$ cat src/rtl/rx_control_module_pkg.sv
// rtl/rx_control_module_pkg.sv - shared baud constants and receiver state encoding
package rx_control_module_pkg;
  localparam int BPS_115200 = 434;
  localparam int BPS_9600   = 5208;

  typedef enum logic [1:0] {
    S_IDLE  = 2'd0,
    S_START = 2'd1,
    S_DATA  = 2'd2,
    S_STOP  = 2'd3
  } rx_state_e;
endpackage

$ cat src/rtl/rx_control_module_if.sv
// rtl/rx_control_module_if.sv - serial line, start-edge and received-byte signal bundle
interface rx_control_module_if;
  logic       h2l_sig;
  logic       rx_pin;
  logic       rx_en;
  logic [7:0] rx_data;
  logic       rx_done_sig;
  logic       frame_err;
  logic       rx_busy;

  modport master (
    output h2l_sig, rx_pin, rx_en,
    input  rx_data, rx_done_sig, frame_err, rx_busy
  );

  modport slave (
    input  h2l_sig, rx_pin, rx_en,
    output rx_data, rx_done_sig, frame_err, rx_busy
  );
endinterface

$ cat src/rtl/rx_control_module_bps.sv
// rtl/rx_control_module_bps.sv - baud counter giving half-bit and full-bit ticks
module rx_bps_module #(
  parameter int BPS_CNT = 434,
  parameter int CNT_W   = 16
) (
  input  logic clk,
  input  logic rst_n,
  input  logic clear,
  input  logic run,
  output logic half_tick,
  output logic full_tick
);
  localparam logic [CNT_W-1:0] HALF_LAST = CNT_W'(BPS_CNT / 2 - 1);
  localparam logic [CNT_W-1:0] FULL_LAST = CNT_W'(BPS_CNT - 1);

  logic [CNT_W-1:0] cnt;

  always_ff @(posedge clk) begin
    if (!rst_n)
      cnt <= '0;
    else if (clear)
      cnt <= '0;
    else if (run)
      cnt <= cnt + CNT_W'(1);
  end

  // Ticks decode the count alone so the FSM can consume them without a comb loop through run.
  assign half_tick = (cnt == HALF_LAST);
  assign full_tick = (cnt == FULL_LAST);
endmodule

$ cat src/rtl/rx_control_module.sv
// rtl/rx_control_module.sv - 8N1 UART receive controller with framing error report
module rx_control_module
  import rx_control_module_pkg::*;
#(
  parameter int BPS_CNT = BPS_115200,
  parameter int CNT_W   = 16
) (
  input logic                 clk,
  input logic                 rst_n,
  rx_control_module_if.slave  bus
);
  logic       rx_meta, rxs;
  rx_state_e  state, state_nxt;
  logic [2:0] bit_idx, bit_idx_nxt;
  logic [7:0] shift, shift_nxt;
  logic [7:0] data_q, data_nxt;
  logic       done_q, done_nxt;
  logic       ferr_q, ferr_nxt;
  logic       clear, run, half_tick, full_tick;

  rx_bps_module #(.BPS_CNT(BPS_CNT), .CNT_W(CNT_W)) u_bps (
    .clk       (clk),
    .rst_n     (rst_n),
    .clear     (clear),
    .run       (run),
    .half_tick (half_tick),
    .full_tick (full_tick)
  );

  always_ff @(posedge clk) begin
    if (!rst_n) begin
      rx_meta <= 1'b1;
      rxs     <= 1'b1;
    end else begin
      rx_meta <= bus.rx_pin;
      rxs     <= rx_meta;
    end
  end

  always_ff @(posedge clk) begin
    if (!rst_n) begin
      state   <= S_IDLE;
      bit_idx <= 3'd0;
      shift   <= 8'h00;
      data_q  <= 8'h00;
      done_q  <= 1'b0;
      ferr_q  <= 1'b0;
    end else begin
      state   <= state_nxt;
      bit_idx <= bit_idx_nxt;
      shift   <= shift_nxt;
      data_q  <= data_nxt;
      done_q  <= done_nxt;
      ferr_q  <= ferr_nxt;
    end
  end

  always_comb begin
    state_nxt   = state;
    bit_idx_nxt = bit_idx;
    shift_nxt   = shift;
    data_nxt    = data_q;
    done_nxt    = 1'b0;
    ferr_nxt    = 1'b0;
    clear       = 1'b0;
    run         = 1'b0;
    if (state != S_IDLE && !bus.rx_en) begin
      state_nxt = S_IDLE;
      clear     = 1'b1;
    end else begin
      case (state)
        S_IDLE: begin
          if (bus.rx_en && bus.h2l_sig) begin
            clear     = 1'b1;
            state_nxt = S_START;
          end
        end
        S_START: begin
          run = 1'b1;
          if (half_tick) begin
            clear = 1'b1;
            if (!rxs) begin
              bit_idx_nxt = 3'd0;
              state_nxt   = S_DATA;
            end else begin
              state_nxt = S_IDLE;
            end
          end
        end
        S_DATA: begin
          run = 1'b1;
          if (full_tick) begin
            clear     = 1'b1;
            shift_nxt = {rxs, shift[7:1]};
            if (bit_idx == 3'd7)
              state_nxt = S_STOP;
            else
              bit_idx_nxt = bit_idx + 3'd1;
          end
        end
        S_STOP: begin
          run = 1'b1;
          // Leaving at mid-stop-bit lets a back-to-back start edge be caught.
          if (full_tick) begin
            clear     = 1'b1;
            state_nxt = S_IDLE;
            if (rxs) begin
              data_nxt = shift;
              done_nxt = 1'b1;
            end else begin
              ferr_nxt = 1'b1;
            end
          end
        end
        default: state_nxt = S_IDLE;
      endcase
    end
  end

  assign bus.rx_data     = data_q;
  assign bus.rx_done_sig = done_q;
  assign bus.frame_err   = ferr_q;
  assign bus.rx_busy     = (state != S_IDLE);
endmodule

$ cat src/flat_wrapper.sv
// flat-port wrapper written by rule: the top's interface ports become plain ports
module rx_control_module_flat import rx_control_module_pkg::*;
#(
  parameter int BPS_CNT = BPS_115200,
  parameter int CNT_W   = 16
)
  (clk, rst_n, bus_h2l_sig, bus_rx_pin, bus_rx_en, bus_rx_data, bus_rx_done_sig, bus_frame_err, bus_rx_busy);
  rx_control_module_if bus_i ();
  input logic clk;
  input logic rst_n;
  input wire logic [$bits(bus_i.h2l_sig)-1:0] bus_h2l_sig;
  input wire logic [$bits(bus_i.rx_pin)-1:0] bus_rx_pin;
  input wire logic [$bits(bus_i.rx_en)-1:0] bus_rx_en;
  output wire logic [$bits(bus_i.rx_data)-1:0] bus_rx_data;
  output wire logic [$bits(bus_i.rx_done_sig)-1:0] bus_rx_done_sig;
  output wire logic [$bits(bus_i.frame_err)-1:0] bus_frame_err;
  output wire logic [$bits(bus_i.rx_busy)-1:0] bus_rx_busy;
  assign bus_i.h2l_sig = bus_h2l_sig;
  assign bus_i.rx_pin = bus_rx_pin;
  assign bus_i.rx_en = bus_rx_en;
  assign bus_rx_data = bus_i.rx_data;
  assign bus_rx_done_sig = bus_i.rx_done_sig;
  assign bus_frame_err = bus_i.frame_err;
  assign bus_rx_busy = bus_i.rx_busy;
  rx_control_module #(.BPS_CNT(BPS_CNT), .CNT_W(CNT_W)) u_core (.clk(clk), .rst_n(rst_n), .bus(bus_i));
endmodule
$ cat config.mk
export PLATFORM = sky130hd
export DESIGN_NAME = rx_control_module_flat
export DESIGN_NICKNAME = d
export VERILOG_FILES = /design/src/rtl/rx_control_module_pkg.sv /design/src/rtl/rx_control_module_if.sv /design/src/rtl/rx_control_module_bps.sv /design/src/rtl/rx_control_module.sv /design/src/flat_wrapper.sv
export SDC_FILE = /design/constraint.sdc
export NUM_CORES = 1
export LEC_CHECK = 0
export BUFFER_PORTS_ARGS = -buffer_cell sky130_fd_sc_hd__buf_2
export CAP_MARGIN = 20
export CORE_AREA = 2 2 63 65
export CTS_CLUSTER_SIZE = 10
export DETAILED_ROUTE_END_ITERATION = 16
export DIE_AREA = 0 0 65 67
export PLACE_DENSITY = 0.71
export SLEW_MARGIN = 20
export SYNTH_ARGS = -nofsm -noshare
export SYNTH_HDL_FRONTEND = slang
export SYNTH_SLANG_ARGS = --single-unit
$ cat constraint.sdc
create_clock -name clk -period 2.9 [get_ports clk]
set_clock_uncertainty 0.05 [all_clocks]
set_input_delay 0.145 -clock clk [delete_from_list [all_inputs] [get_ports clk]]
set_output_delay 0.145 -clock clk [all_outputs]
set_load 0.02 [all_outputs]
==> flow_metrics.tcl, run 1 <==
set metrics [dict create \
    pre_cts_ws_ps 221 \
    synth_cells 203 \
    drive_above_1_share_pct 12.3 \
    ant_nets 0 \
    clockRootBuffer "clkbuf_8" \
    drc_errors 0 \
    r2r_cells 6 \
    path_clk_slew_ps 70 \
    synth-seq-cells 41 \
    initial_core_util_pct 53.1 \
    die-width_um 65 \
    numCtsBuffers 5 \
    crit_required_ps 3040 \
    synthTopCellsByArea "dfxtp_1, mux2i_1, nor2b_1, ha_1, nor2_1" \
    rsz0062_at_grt "no" \
    synth_top_area_share_pct 42.8 \
    insertedDiodeCount 0 \
    syn_area_mm2 0.00192 \
    grt_use_total_pct 17.1 \
    clock_sinks 41 \
    io_buffers 15 \
    worstPathArrival_ps 2790 \
    synth_edf_count 0 \
    fin_crit_ps 2660 \
    synth_cell_type_count 36 \
    min_path_cells 2 \
    drv_cap 0 \
    grt_pass1_vias 1332 \
    hpwl_um 2230 \
    hold_class "in2reg" \
    drt-initial-drc-count 51 \
    rows 22 \
    pin_count 16 \
    worstPathMaxFanout 8 \
    grt_pass1_wl_um 5660 \
    vias 1353 \
    async_flop_share_pct 0 \
    wl_um 3160 \
    yosysWarningCount 0 \
    area_growth_pct 11.2 \
    r2r_slack_ps 240 \
    setup_ws_ps 244 \
    routedWlPerCell_um 11.8 \
    end_kind "flop" \
    synth_ff_type "dfxtp_1" \
    finalNetCount 233 \
    max_slew.worst_pin.slew_ps 504 \
    syn_nets 217 \
    setup_viol 0 \
    hold_viol 0 \
    path_class "reg2reg" \
    hp-start "rst_n" \
    cts_tree "done" \
    ys_seq_area_share_pct 42.8 \
    worst_setup_path_start_kind "flop" \
    power_leakage_nw 0.860 \
    fp.coreArea_mm2 0.00361 \
    finalSetupTns_ps 0 \
    clk_latency_ps 290 \
    die_area_mm2 0.00436 \
    min_to "u_core.rx_meta" \
    via_per_inst 5.07 \
    slew_violations 0 \
    synth_top_cell_by_area "dfxtp_1" \
    num-fill-cells 319 \
    syn_avg_cell_area_um2 9.44 \
    ctsHtreeMaxLevel 2 \
    clk_path_buf_depth 2 \
    die_h_um 67 \
    antenna_found_initial 0 \
    ir_worst_vdd_mv 0.406 \
    relSlewSlack_pct 66.0 \
    fmax_mhz 376 \
    status "finished, final reports clean" \
    powerDensity_mw_per_mm2 527 \
    post-route-period-util_pct 91.6 \
    r2r-end "u_core.bus.rx_data[6]" \
    overflow 0 \
    gp_congestion 0.762 \
    drt_pass1_iterations 4 \
    timing.rr.start "u_core.u_bps.cnt[0]" \
    grt_start_max_net_pins 29 \
]
Yosys cell counts (4+ instances only):
master    number
dfxtp_1       41
xnor2_1        9
mux2i_1       20
clkbuf_1       4
nor2_1        22
xor2_1         6
nand4_1        4
nor2b_1       19
nand3_1        9
ha_1           9
inv_1          9
and4_1         4
nand2_1       12
placed cells by master, fill, tap and decap left out, drive strengths merged, types with 2 or more instances in the layout:
cell	count
nand2b	3
dfxtp	41
and4	4
a21oi	3
or3	2
xor2	6
nand4	4
nor2b	19
buf	16
inv	9
and2	2
nand3	9
nor3	3
ha	9
xnor2	9
or4	4
mux2i	20
clkbuf	5
nand2	12
nor2	23
registers in the layout, summed over array words and instances, names as in the netlist, named ones only:
register,count
u_core.rxs,1
u_core.bit_idx,3
u_core.bus.frame_err,1
u_core.u_bps.cnt,16
u_core.bus.rx_done_sig,1
u_core.bus.rx_data,8
u_core.shift,8
u_core.rx_meta,1
u_core.state,1
cell type report:
| class | instances | area (µm²) | area share [%] |
|---|---|---|---|
| tap | 48 | 60.1 | 2.82 |
| timing repair buffer | 17 | 92.6 | 4.35 |
| clock buffer | 5 | 68.8 | 3.23 |
| clock inverter | 2 | 35.0 | 1.64 |
| multi-input combinational | 145 | 1020 | 47.9 |
| sequential | 41 | 821 | 38.5 |
| inverter | 9 | 33.8 | 1.59 |
metrics by stage:
| stage | hold WS (ps) | utilization [%] | total power [mW] | area, µm² | std cells |
|---|---|---|---|---|---|
| finish | 187 | 59.1 | 1.12 | 2130 | 267 |
| global route | 219 | 59.1 | 1.19 | 2130 | 267 |
| CTS | 189 | 59.1 | 1.14 | 2130 | 267 |
| detailed placement | 280 | 55.9 | 0.702 | 2020 | 259 |
| global placement | 280 | 55.9 | 0.702 | 2020 | 259 |
| floorplan | 196 | - | 0.676 | 1920 | 203 |
power by group:
group	switching (mW)	internal [mW]
Clock	0.183	0.250
Combinational	0.0667	0.0455
Sequential	0.00814	0.569
worst max-delay path by stage:
| stage | startpoint | slack [ps] | to | cells after the start |
|---|---|---|---|---|
| after global routing | u_core.u_bps.cnt[0] | 80 | u_core.bus.rx_data[2] | 6 |
| after global placement | u_core.u_bps.cnt[0] | 280 | u_core.bus.rx_data[0] | 6 |
| final | u_core.u_bps.cnt[0] | 240 | u_core.bus.rx_data[6] | 6 |
| after floorplan | u_core.u_bps.cnt[0] | 510 | u_core.bus.rx_data[0] | 8 |
| after detailed placement | u_core.u_bps.cnt[0] | 220 | u_core.bus.rx_data[6] | 6 |
| after CTS | u_core.u_bps.cnt[0] | 210 | u_core.bus.rx_data[2] | 6 |
what timing repair did:
action,4_1_cts,5_1_grt
buffers inserted,0,0
resized for setup,0,0
hold buffers,1,0
endpoints found under the hold margin,1,0
kinds of logic (layout without fill, tap and decap cells):
group | count (synthesis) | count (layout) | synth area share, %
AND/OR/NAND/NOR | 93 | 93 | 27.2
AO/OA/AOI/OAI | 8 | 8 | 2.81
XOR/XNOR | 15 | 15 | 6.86
multiplexers | 20 | 20 | 10.5
flip-flops | 41 | 41 | 42.8
adder cells (fa/ha/maj) | 9 | 9 | 5.88
buffers and inverters | 17 | 33 | 3.92
routing by layer:
metal | up-vias | track usage (%) | part of all wire (%)
met5 | - | 0 | 0
met4 | 0 | 6.38 | 1.5
met3 | 5 | 6.08 | 4.3
met2 | 21 | 28.9 | 45
met1 | 612 | 20.0 | 49
li1 | 715 | - | -
worst max-delay path: stages (launching register included):
cell and delay, ps:
dfxtp_1 400, ha_1 160, or4bb_1 370, or4_1 670, or3_1 610, mux2i_1 230
nor2b_1 60
No activity file was read; power rests on OpenSTA's default activity.
==> run 2: changes to the inputs <==
--- a/config.mk
+++ b/config.mk
@@ -7,11 +7,12 @@
 export LEC_CHECK = 0
 export BUFFER_PORTS_ARGS = -buffer_cell sky130_fd_sc_hd__buf_2
 export CAP_MARGIN = 20
-export CORE_AREA = 2 2 63 65
+export CORE_AREA = 2 2 64 66
 export CTS_CLUSTER_SIZE = 10
 export DETAILED_ROUTE_END_ITERATION = 16
-export DIE_AREA = 0 0 65 67
-export PLACE_DENSITY = 0.71
+export DIE_AREA = 0 0 66 68
+export PLACE_DENSITY = 0.72
+export SETUP_SLACK_MARGIN = 0.3
 export SLEW_MARGIN = 20
 export SYNTH_ARGS = -nofsm -noshare
 export SYNTH_HDL_FRONTEND = slang
==> constraint.sdc (replaced) <==
create_clock -name clk -period 2.2 [get_ports clk]
set_clock_uncertainty 0.05 [all_clocks]
set_input_delay 0.11 -clock clk [delete_from_list [all_inputs] [get_ports clk]]
set_output_delay 0.11 -clock clk [all_outputs]
set_load 0.02 [all_outputs]
==> run 2 against run 1 <==
Compared with the run above:
- the run now ends with negative setup slack left
- via count is 8.8% higher
- highest routed layer unchanged
- routed wire length is 22% higher
- setup slack worse by 370 ps
- combinational power is 94% higher
- sequential cell count stayed put
- core utilization is 5.3 points higher
- largest power group unchanged
==> flow_metrics.tcl, run 2 (synthesis results as in run 1) <==
set metrics [dict create \
    status "finished, violations left" \
    violations "negative setup slack" \
    drc_errors 0 \
    slew_violations 0 \
    hpwl_um 2460 \
    end_kind "flop" \
    totalPowerFinal_mw 1.71 \
    swShare_pct 23.1 \
    hold_class "in2reg" \
    post-route-period-util_pct 106 \
    ir_worst_vdd_mv 0.416 \
    path_class "reg2reg" \
    finalNetCount 258 \
    die_area_mm2 0.00449 \
    regMostFlops "u_core.u_bps.cnt" \
    pin_count 16 \
    rsz0062_at_grt "yes" \
    p_comb_share_pct 12.7 \
    power.internal_mw 1.31 \
    fmax_mhz 430 \
    grt_use_total_pct 16.9 \
    wl_um 3860 \
    grt_pass1_wl_um 5690 \
    stdcell_count 295 \
    drt_pass1_iterations 4 \
    initial_core_util_pct 49.7 \
    worstPathArrival_ps 2460 \
    clk_path_buf_depth 2 \
    multiInputGateArea_mm2 0.00109 \
    path_clk_slew_ps 80 \
    p_clk_share_pct 42.6 \
    antenna_found_initial 0 \
    numCtsBuffers 5 \
    clockRootBuffer "clkbuf_8" \
    largest_register_ff_count 16 \
    p_sw_mw 0.394 \
    drive_above_1_share_pct 28.6 \
    setup_ws_ps -123 \
    gp_congestion 0.745 \
    overflow 0 \
    ant_nets 0 \
    layout_commonest_cell "dfxtp_1" \
    drv_cap 0 \
    hold_slack_ps 153 \
    fin_crit_ps 2320 \
    max_slew.worst_pin.slew_ps 397 \
    crit_required_ps 2340 \
    relSlewSlack_pct 73.1 \
    fp.coreArea_mm2 0.00386 \
    grt_pass1_vias 1296 \
    dpl.cell_count 283 \
    rows 23 \
    ctsHtreeMaxLevel 2 \
    drt-initial-drc-count 85 \
    cts_tree "done" \
    final_util_pct 64.3 \
    worst_setup_path_start_kind "flop" \
    power_leakage_nw 1.03 \
    final_cell_mix "dfxtp_1, buf_4, mux2i_1, nor2_1, nor2b_1" \
    powerDensity_mw_per_mm2 687 \
    num-fill-cells 325 \
    p_seq_share_pct 44.7 \
    setup_viol 30 \
    vias 1472 \
    hold_viol 0 \
    routedWlPerCell_um 13.1 \
    clock_sinks 41 \
    clk_latency_ps 290 \
    via_per_inst 4.99 \
    final-seq-area_um2 826 \
    die_h_um 68 \
    io_buffers 15 \
    die-width_um 66 \
    area_growth_pct 29.5 \
    insertedDiodeCount 0 \
    grt_start_max_net_pins 29 \
    worstPathMaxFanout 8 \
]
run 2: stage by stage:
stage	instance area [µm²]	setup slack, ps	TNS (ps)
floorplan	1940	-97.3	-872
global placement	2220	-76.3	-1440
detailed placement	2220	-104	-1930
CTS	2390	-97.0	-2230
global route	2480	-192	-4980
finish	2480	-123	-2260
run 2: path summary, 6_finish.rpt:
path,from,endpoint,slack (ps),cells after the start
setup / recovery,u_core.u_bps.cnt[11],u_core.u_bps.cnt[6],-120,7
hold / removal,rst_n,u_core.rxs,150,2
setup reg to reg,u_core.u_bps.cnt[11],u_core.u_bps.cnt[6],-120,7
hold reg to reg,u_core.rx_meta,u_core.rxs,360,1
run 2: per-layer routing:
metal	vias to the layer above	wire, µm	track usage (%)
met2	16	1870	29.9
li1	770	-	-
met5	-	0	0
met4	0	61	6.89
met3	6	108	5.43
met1	680	1820	18.9
run 2: cell type report:
class	instances	area share, %
inverter	9	1.36
clock inverter	3	2.77
clock buffer	5	2.77
sequential	41	33.3
timing repair buffer	42	13.3
tap	50	2.52
multi-input combinational	145	44.0
run 2: power groups by stage:
stage | Combinational [mW] | Clock (mW) | Sequential [mW]
5_1_grt | 0.236 | 0.782 | 0.764
3_5_place_dp | 0.182 | 0 | 0.778
3_3_place_gp | 0.181 | 0 | 0.778
2_1_floorplan | 0.121 | 0 | 0.776
4_1_cts | 0.188 | 0.744 | 0.761
6_report | 0.217 | 0.726 | 0.763
run 2: worst max-delay path, stage by stage, from the launching register on:
cell       delay (ps)
dfxtp_1           310
or4_1             610
or4_4             470
buf_6             140
o221ai_2          180
a21bo_2           240
clkbuf_16         170
nor2_1             40
run 2: repair_timing:
| action | 4_1_cts | 5_1_grt |
|---|---|---|
| resized for setup | 4 | 13 |
| buffers inserted | 1 | 1 |
| cloned | 0 | 1 |
| pin swaps | 2 | 9 |
| hold endpoints to repair | 1 | 0 |
| endpoints found under the setup margin | 39 | 39 |
| hold buffers | 1 | 0 |
